## src/rtl/color_swap_sequencer_if.sv

```systemverilog
// Switch/sync inputs and committed swap outputs of the RGB channel-swap control block.
interface color_swap_sequencer_if;
    logic [9:0] iSW;
    logic       iVS_N;
    logic       oFILTER_EN;
    logic [2:0] oSWAP;
    logic       oPENDING;
    logic       oAPPLIED;

    modport master (output iSW, iVS_N, input oFILTER_EN, oSWAP, oPENDING, oAPPLIED);
    modport slave  (input iSW, iVS_N, output oFILTER_EN, oSWAP, oPENDING, oAPPLIED);
endinterface

```

## src/rtl/color_swap_sequencer.sv

```systemverilog
// Debounces board switches and commits a new RGB swap config only at frame start.
// Define AUTO_CYCLE_EN to compile in auto-cycling through all eight swap combinations.
module color_swap_sequencer #(
    parameter int DEBOUNCE_CYCLES = 65536,
    parameter int FRAMES_PER_STEP = 60
) (
    input  logic iCLK,
    input  logic iRST,
    color_swap_sequencer_if.slave bus
);
`ifdef AUTO_CYCLE_EN
    localparam int SW_W = 5;
`else
    localparam int SW_W = 4;
`endif
    localparam int DB_W = $clog2(DEBOUNCE_CYCLES);
    localparam logic [DB_W-1:0] DB_LAST = DB_W'(DEBOUNCE_CYCLES - 1);
    localparam logic [DB_W-1:0] DB_PRE  = DB_W'(DEBOUNCE_CYCLES - 2);

    typedef enum logic [1:0] {S_IDLE, S_PEND, S_APPLY} state_t;

    logic [SW_W-1:0] sw_in, sw_s1_q, sw_s1_d, sw_s2_q, sw_s2_d;
    logic [SW_W-1:0] cand_q, cand_d, stable_q, stable_d;
    logic [DB_W-1:0] cnt_q, cnt_d;
    logic            vs_q, vs_d, fs, step, sw_unused;
    logic [3:0]      target, commit_q, commit_d;
    logic            pending_q, pending_d, applied_q, applied_d;
    state_t          state_q, state_d;

`ifdef AUTO_CYCLE_EN
    assign sw_in     = {bus.iSW[9], bus.iSW[8], bus.iSW[2:0]};
    assign sw_unused = ^bus.iSW[7:3];
`else
    assign sw_in     = {bus.iSW[9], bus.iSW[2:0]};
    assign sw_unused = ^bus.iSW[8:3];
`endif

    // Whole-vector debounce: stable copies the candidate as the counter lands on its last value.
    always_comb begin
        sw_s1_d  = sw_in;
        sw_s2_d  = sw_s1_q;
        cand_d   = cand_q;
        cnt_d    = cnt_q;
        stable_d = stable_q;
        if (sw_s2_q != cand_q) begin
            cand_d = sw_s2_q;
            cnt_d  = '0;
        end else if (cnt_q != DB_LAST) begin
            cnt_d = cnt_q + 1'b1;
            if (cnt_q == DB_PRE) stable_d = cand_q;
        end
    end

    assign vs_d = bus.iVS_N;
    assign fs   = vs_q & ~bus.iVS_N;

`ifdef AUTO_CYCLE_EN
    localparam int FR_W = (FRAMES_PER_STEP > 1) ? $clog2(FRAMES_PER_STEP) : 1;
    localparam logic [FR_W-1:0] FR_LAST = FR_W'(FRAMES_PER_STEP - 1);

    logic [FR_W-1:0] fr_q, fr_d;
    logic [2:0]      asel_q, asel_d;
    logic            auto_act;

    always_comb begin
        auto_act = stable_q[4] & stable_q[3];
        step     = auto_act & fs & (fr_q == FR_LAST);
        fr_d     = fr_q;
        asel_d   = asel_q;
        if (!auto_act)  fr_d = '0;
        else if (fs)    fr_d = (fr_q == FR_LAST) ? '0 : fr_q + 1'b1;
        if (step)       asel_d = asel_q + 3'd1;
        target = auto_act ? {1'b1, asel_q} : {stable_q[4], stable_q[2:0]};
    end

    always_ff @(posedge iCLK or posedge iRST) begin
        if (iRST) begin
            fr_q   <= '0;
            asel_q <= '0;
        end else begin
            fr_q   <= fr_d;
            asel_q <= asel_d;
        end
    end
`else
    assign step   = 1'b0;
    assign target = stable_q;
`endif

    always_ff @(posedge iCLK or posedge iRST) begin
        if (iRST) state_q <= S_IDLE;
        else      state_q <= state_d;
    end

    // An auto step forces an apply on its own frame start; manual changes wait in PEND.
    always_comb begin
        state_d = state_q;
        case (state_q)
            S_IDLE:  if (step)                    state_d = S_APPLY;
                     else if (target != commit_q) state_d = S_PEND;
            S_PEND:  if (step)                    state_d = S_APPLY;
                     else if (target == commit_q) state_d = S_IDLE;
                     else if (fs)                 state_d = S_APPLY;
            default:                              state_d = S_IDLE;
        endcase
    end

    always_comb begin
        pending_d = (state_d == S_PEND);
        applied_d = (state_q == S_APPLY);
        commit_d  = (state_q == S_APPLY) ? target : commit_q;
    end

    always_ff @(posedge iCLK or posedge iRST) begin
        if (iRST) begin
            sw_s1_q   <= '0;
            sw_s2_q   <= '0;
            cand_q    <= '0;
            cnt_q     <= '0;
            stable_q  <= '0;
            vs_q      <= 1'b1;
            commit_q  <= '0;
            pending_q <= 1'b0;
            applied_q <= 1'b0;
        end else begin
            sw_s1_q   <= sw_s1_d;
            sw_s2_q   <= sw_s2_d;
            cand_q    <= cand_d;
            cnt_q     <= cnt_d;
            stable_q  <= stable_d;
            vs_q      <= vs_d;
            commit_q  <= commit_d;
            pending_q <= pending_d;
            applied_q <= applied_d;
        end
    end

    assign bus.oFILTER_EN = commit_q[3];
    assign bus.oSWAP      = commit_q[2:0];
    assign bus.oPENDING   = pending_q;
    assign bus.oAPPLIED   = applied_q;
endmodule

```

## src/flat_wrapper.sv

```systemverilog
// flat-port wrapper written by rule: the top's interface ports become plain ports
module color_swap_sequencer_flat 
#(
    parameter int DEBOUNCE_CYCLES = 65536,
    parameter int FRAMES_PER_STEP = 60
)
  (iCLK, iRST, bus_iSW, bus_iVS_N, bus_oFILTER_EN, bus_oSWAP, bus_oPENDING, bus_oAPPLIED);
  color_swap_sequencer_if bus_i ();
  input  logic iCLK;
  input  logic iRST;
  input wire logic [$bits(bus_i.iSW)-1:0] bus_iSW;
  input wire logic [$bits(bus_i.iVS_N)-1:0] bus_iVS_N;
  output wire logic [$bits(bus_i.oFILTER_EN)-1:0] bus_oFILTER_EN;
  output wire logic [$bits(bus_i.oSWAP)-1:0] bus_oSWAP;
  output wire logic [$bits(bus_i.oPENDING)-1:0] bus_oPENDING;
  output wire logic [$bits(bus_i.oAPPLIED)-1:0] bus_oAPPLIED;
  assign bus_i.iSW = bus_iSW;
  assign bus_i.iVS_N = bus_iVS_N;
  assign bus_oFILTER_EN = bus_i.oFILTER_EN;
  assign bus_oSWAP = bus_i.oSWAP;
  assign bus_oPENDING = bus_i.oPENDING;
  assign bus_oAPPLIED = bus_i.oAPPLIED;
  color_swap_sequencer #(.DEBOUNCE_CYCLES(DEBOUNCE_CYCLES), .FRAMES_PER_STEP(FRAMES_PER_STEP)) u_core (.iCLK(iCLK), .iRST(iRST), .bus(bus_i));
endmodule
```

## config.mk

```make
export PLATFORM = sky130hd
export DESIGN_NAME = color_swap_sequencer_flat
export DESIGN_NICKNAME = d
export VERILOG_FILES = /design/src/rtl/color_swap_sequencer_if.sv /design/src/rtl/color_swap_sequencer.sv /design/src/flat_wrapper.sv
export SDC_FILE = /design/constraint.sdc
export NUM_CORES = 1
export LEC_CHECK = 0
export BUFFER_PORTS_ARGS = -buffer_cell sky130_fd_sc_hd__buf_4
export CORE_MARGIN = 4
export CORE_UTILIZATION = 45
export CTS_CLUSTER_DIAMETER = 150
export DETAILED_ROUTE_END_ITERATION = 6
export PLACE_DENSITY = 0.67
export SYNTH_ARGS = -nofsm -noshare
export SYNTH_HDL_FRONTEND = slang
export SYNTH_SLANG_ARGS = --single-unit
export TNS_END_PERCENT = 20
```

## constraint.sdc

```tcl
create_clock -name iCLK -period 4.96 [get_ports iCLK]
set_input_delay 0.992 -clock iCLK [delete_from_list [all_inputs] [get_ports iCLK]]
set_output_delay 0.992 -clock iCLK [all_outputs]
set_load 0.02 [all_outputs]
```

==> impl_metrics.env <==
export IMPL_cts_max_path_buffers=2
export IMPL_grt_overflow=0
export IMPL_worstPathRequired_ns=5.20
export IMPL_final_setup_tns_ns=0
export IMPL_path_cells="xnor2_1 -> nand4_1 -> or4_1 -> nand2_1"
export IMPL_grt_max_degree=42
export IMPL_htreeDepth=2
export IMPL_worstPathArrival_ns=2.20
export IMPL_grt_pass1_vias=1158
export IMPL_synth_edf_count=0
export IMPL_route_detailed_drc=0
export IMPL_syn_num_nets=161
export IMPL_crit_fanout=13
export IMPL_period_minus_slack_ns=1.97
export IMPL_hold_viol=0
export IMPL_cts_resized_gates=0
export IMPL_place_congestion=0.760
export IMPL_drt_pass1_iterations=4
export IMPL_cts_setup_buffers=0
export IMPL_crit_family="simple AND/OR/NAND/NOR gates"
export IMPL_fin_crit_sh_pct=39.7
export IMPL_slew_viol_final=0
export IMPL_drt_iter0_drc=29
export IMPL_numPortBuffers=12
export IMPL_grt_pass1_wl_um=5400
export IMPL_drive_gt1_share_pct=22.6
export IMPL_die_h_um=71.1
export IMPL_io_pins=19
export IMPL_ant_nets=0
export IMPL_dpl_cell_area_um2=1910
export IMPL_num_rows=22
export IMPL_powerDensity_nw_per_um2=312
export IMPL_hp_start="u_core.sw_s1_q[2]$_DFF_PP0_"
export IMPL_yosys_cell_types_count=38
export IMPL_critPathKind="flip-flop to flip-flop"
export IMPL_crit_buf_inv=0
export IMPL_hpwl_um=2130
export IMPL_max_slew_margin_rel_pct=56.3
export IMPL_path_clk_slew_ns=0.08
export IMPL_ir_drop_mv=0.176
export IMPL_initial_core_util_pct=47.9
export IMPL_syn_to_final_growth_pct=13.0
export IMPL_reg2reg_to="u_core.cnt_q[10]$_DFFE_PP0P_"
export IMPL_slowest_stage="or4_1"
export IMPL_whs_path_depth=0
export IMPL_die_w_um=71.1
export IMPL_reg2reg_depth=4
export IMPL_vias=1132
export IMPL_core_area_um2=3740
export IMPL_antenna_found_initial=0
export IMPL_slowest_delay_ns=0.68
export IMPL_r2r_slack_ns=2.99
export IMPL_cp_start_kind="flip-flop"
export IMPL_worstReg2RegStart="u_core.sw_s2_q[0]$_DFF_PP0_"
export IMPL_power_total_mw=0.632
export IMPL_min_to="u_core.sw_s2_q[2]$_DFF_PP0_"
export IMPL_nets=173
export IMPL_fmax_ghz=0.508
export IMPL_async_flop_share_pct=100
export IMPL_totalWireLength_um=3120
export IMPL_hold_buffers=0
export IMPL_ys_seq_area_share_pct=57.3
export IMPL_total_leakage_power_nw=0.909
export IMPL_grtUsageTotal_pct=13.6
export IMPL_nFillCells=332
export IMPL_synthCells=146
export IMPL_switchingPower_mw=0.135
export IMPL_dieArea_um2=5060
export IMPL_pwr_share_seq_pct=54.3
export IMPL_yosysMostFrequentCell="dfrtp_1"
export IMPL_cp_end_kind="flip-flop"
export IMPL_wire_per_inst_um=15.1
export IMPL_ys_top_cells_by_count="40 x dfrtp_1, 10 x xnor2_1, 7 x a21oi_1, 7 x mux2_2, 7 x nand2_1"
export IMPL_skew_ns=0.00346
export IMPL_maxCapViolCount=0
export IMPL_synth_area_leaders="dfrtp_1 56%, xnor2_1 4.9%, mux2_2 4.4%"
export IMPL_clock_power_share_pct=42.6
export IMPL_clock_sinks=41
export IMPL_cts_tree="yes"
export IMPL_synth_top_area_share_pct=55.8
export IMPL_utilization_pct=54.2
export IMPL_worstSkewPairLatency_ns=0.30
export IMPL_antenna_cells=0
export IMPL_routed_via_density=5.47
export IMPL_tightest_slew_ns=0.653
export IMPL_swShare_pct=21.3
export IMPL_synth_area_leader_cell="dfrtp_1"
export IMPL_syn_area_um2=1790
export IMPL_synth_area_per_cell_um2=12.3
export IMPL_cts_root_buffer_cell="clkbuf_8"
export IMPL_setup_viol=0
export IMPL_design_area_um2=2030
export IMPL_synth_ff_type="dfrtp_1"
export IMPL_rsz0062_at_grt="false"
export IMPL_power_frac_comb_pct=3.0
export IMPL_cts_made_buffers=5
export IMPL_synth_seq_cells=41
export IMPL_yosysWarnings=0
export IMPL_hold_class="flip-flop to flip-flop"
export IMPL_power_internal_mw=0.498
export IMPL_status="finished, final reports clean"
==> worst reg2reg max path, cell delays in order (launching register included) <==
cell	delay, ns
dfrtp_1	0.40
xnor2_1	0.22
nand4_1	0.52
or4_1	0.68
nand2_1	0.08
==> through the flow <==
step | hold WS [ns] | instances | worst slack [ns]
floorplan | 0.331 | 146 | 3.02
finish | 0.353 | 207 | 2.99
global route | 0.358 | 207 | 2.81
detailed placement | 0.335 | 199 | 3.02
CTS | 0.354 | 207 | 2.98
global placement | 0.334 | 199 | 3.09
==> layer usage <==
layer  vias up  wire length, um  track usage (%)
met1       558             1420             17.1
met5         -                0                0
met3         5              129             4.83
met2        16             1520             21.3
met4         0               47             5.43
li1        553                -                -
==> how the worst max path moves through the flow <==
stage | startpoint | end | slack, ns | cells after the start
after floorplan | iRST | u_core.bus.oAPPLIED$_DFF_PP0_ | 3.02 | 1
after global placement | u_core.sw_s2_q[0]$_DFF_PP0_ | u_core.cnt_q[14]$_DFFE_PP0P_ | 3.09 | 4
after detailed placement | u_core.sw_s2_q[0]$_DFF_PP0_ | u_core.cnt_q[10]$_DFFE_PP0P_ | 3.02 | 4
after CTS | u_core.sw_s2_q[0]$_DFF_PP0_ | u_core.cnt_q[10]$_DFFE_PP0P_ | 2.98 | 4
after global routing | u_core.cnt_q[1]$_DFFE_PP0P_ | u_core.cnt_q[15]$_DFFE_PP0P_ | 2.81 | 5
final | u_core.sw_s2_q[0]$_DFF_PP0_ | u_core.cnt_q[10]$_DFFE_PP0P_ | 2.99 | 4
==> power by group through the flow <==
stage	Clock [mW]	Sequential (mW)	Combinational [mW]
after global routing	0.293	0.344	0.0216
final	0.270	0.344	0.0190
after CTS	0.276	0.344	0.0195
after global placement	0	0.350	0.0186
after detailed placement	0	0.350	0.0193
after floorplan	0	0.349	0.0127
==> cell usage in the layout (no fill, tap or decap), types with 3 or more instances in the layout <==
cell	instances
nand4_2	3
dfrtp_1	40
a31oi_1	3
buf_4	13
or4_1	5
inv_1	3
nor2b_1	3
a21oi_1	7
mux2_2	7
and4_1	4
clkbuf_8	5
o21ai_1	4
nor2_1	6
o31ai_1	4
or3_1	4
xnor2_1	10
nand2_1	7
==> cells by family after synthesis <==
group | Yosys count | synth area share (%)
AO/OA/AOI/OAI | 25 | 9.83
XOR/XNOR | 10 | 4.88
adder cells (fa/ha/maj) | 2 | 1.39
buffers and inverters | 11 | 2.79
flip-flops | 41 | 57.3
multiplexers | 9 | 5.58
AND/OR/NAND/NOR | 48 | 18.3
==> sequential cells by signal, summed over array words and instances, names as in the netlist <==
name and count:
u_core.bus.oPENDING 1, u_core.stable_q 4, u_core.vs_q 1, u_core.cnt_q 16
u_core.state_q 2, u_core.bus.oAPPLIED 1, u_core.cand_q 4, u_core.sw_s2_q 4
u_core.commit_q 4, u_core.sw_s1_q 4
==> cell type report <==
type | count | area (um2) | share of cell area, %
timing repair buffer | 13 | 97.6 | 4.81
multi-input combinational | 94 | 717 | 35.3
inverter | 3 | 11.3 | 0.555
tap | 48 | 60.1 | 2.96
clock inverter | 3 | 46.3 | 2.28
clock buffer | 5 | 68.8 | 3.39
sequential | 41 | 1030 | 50.6
(Power assumes the default switching activity.)
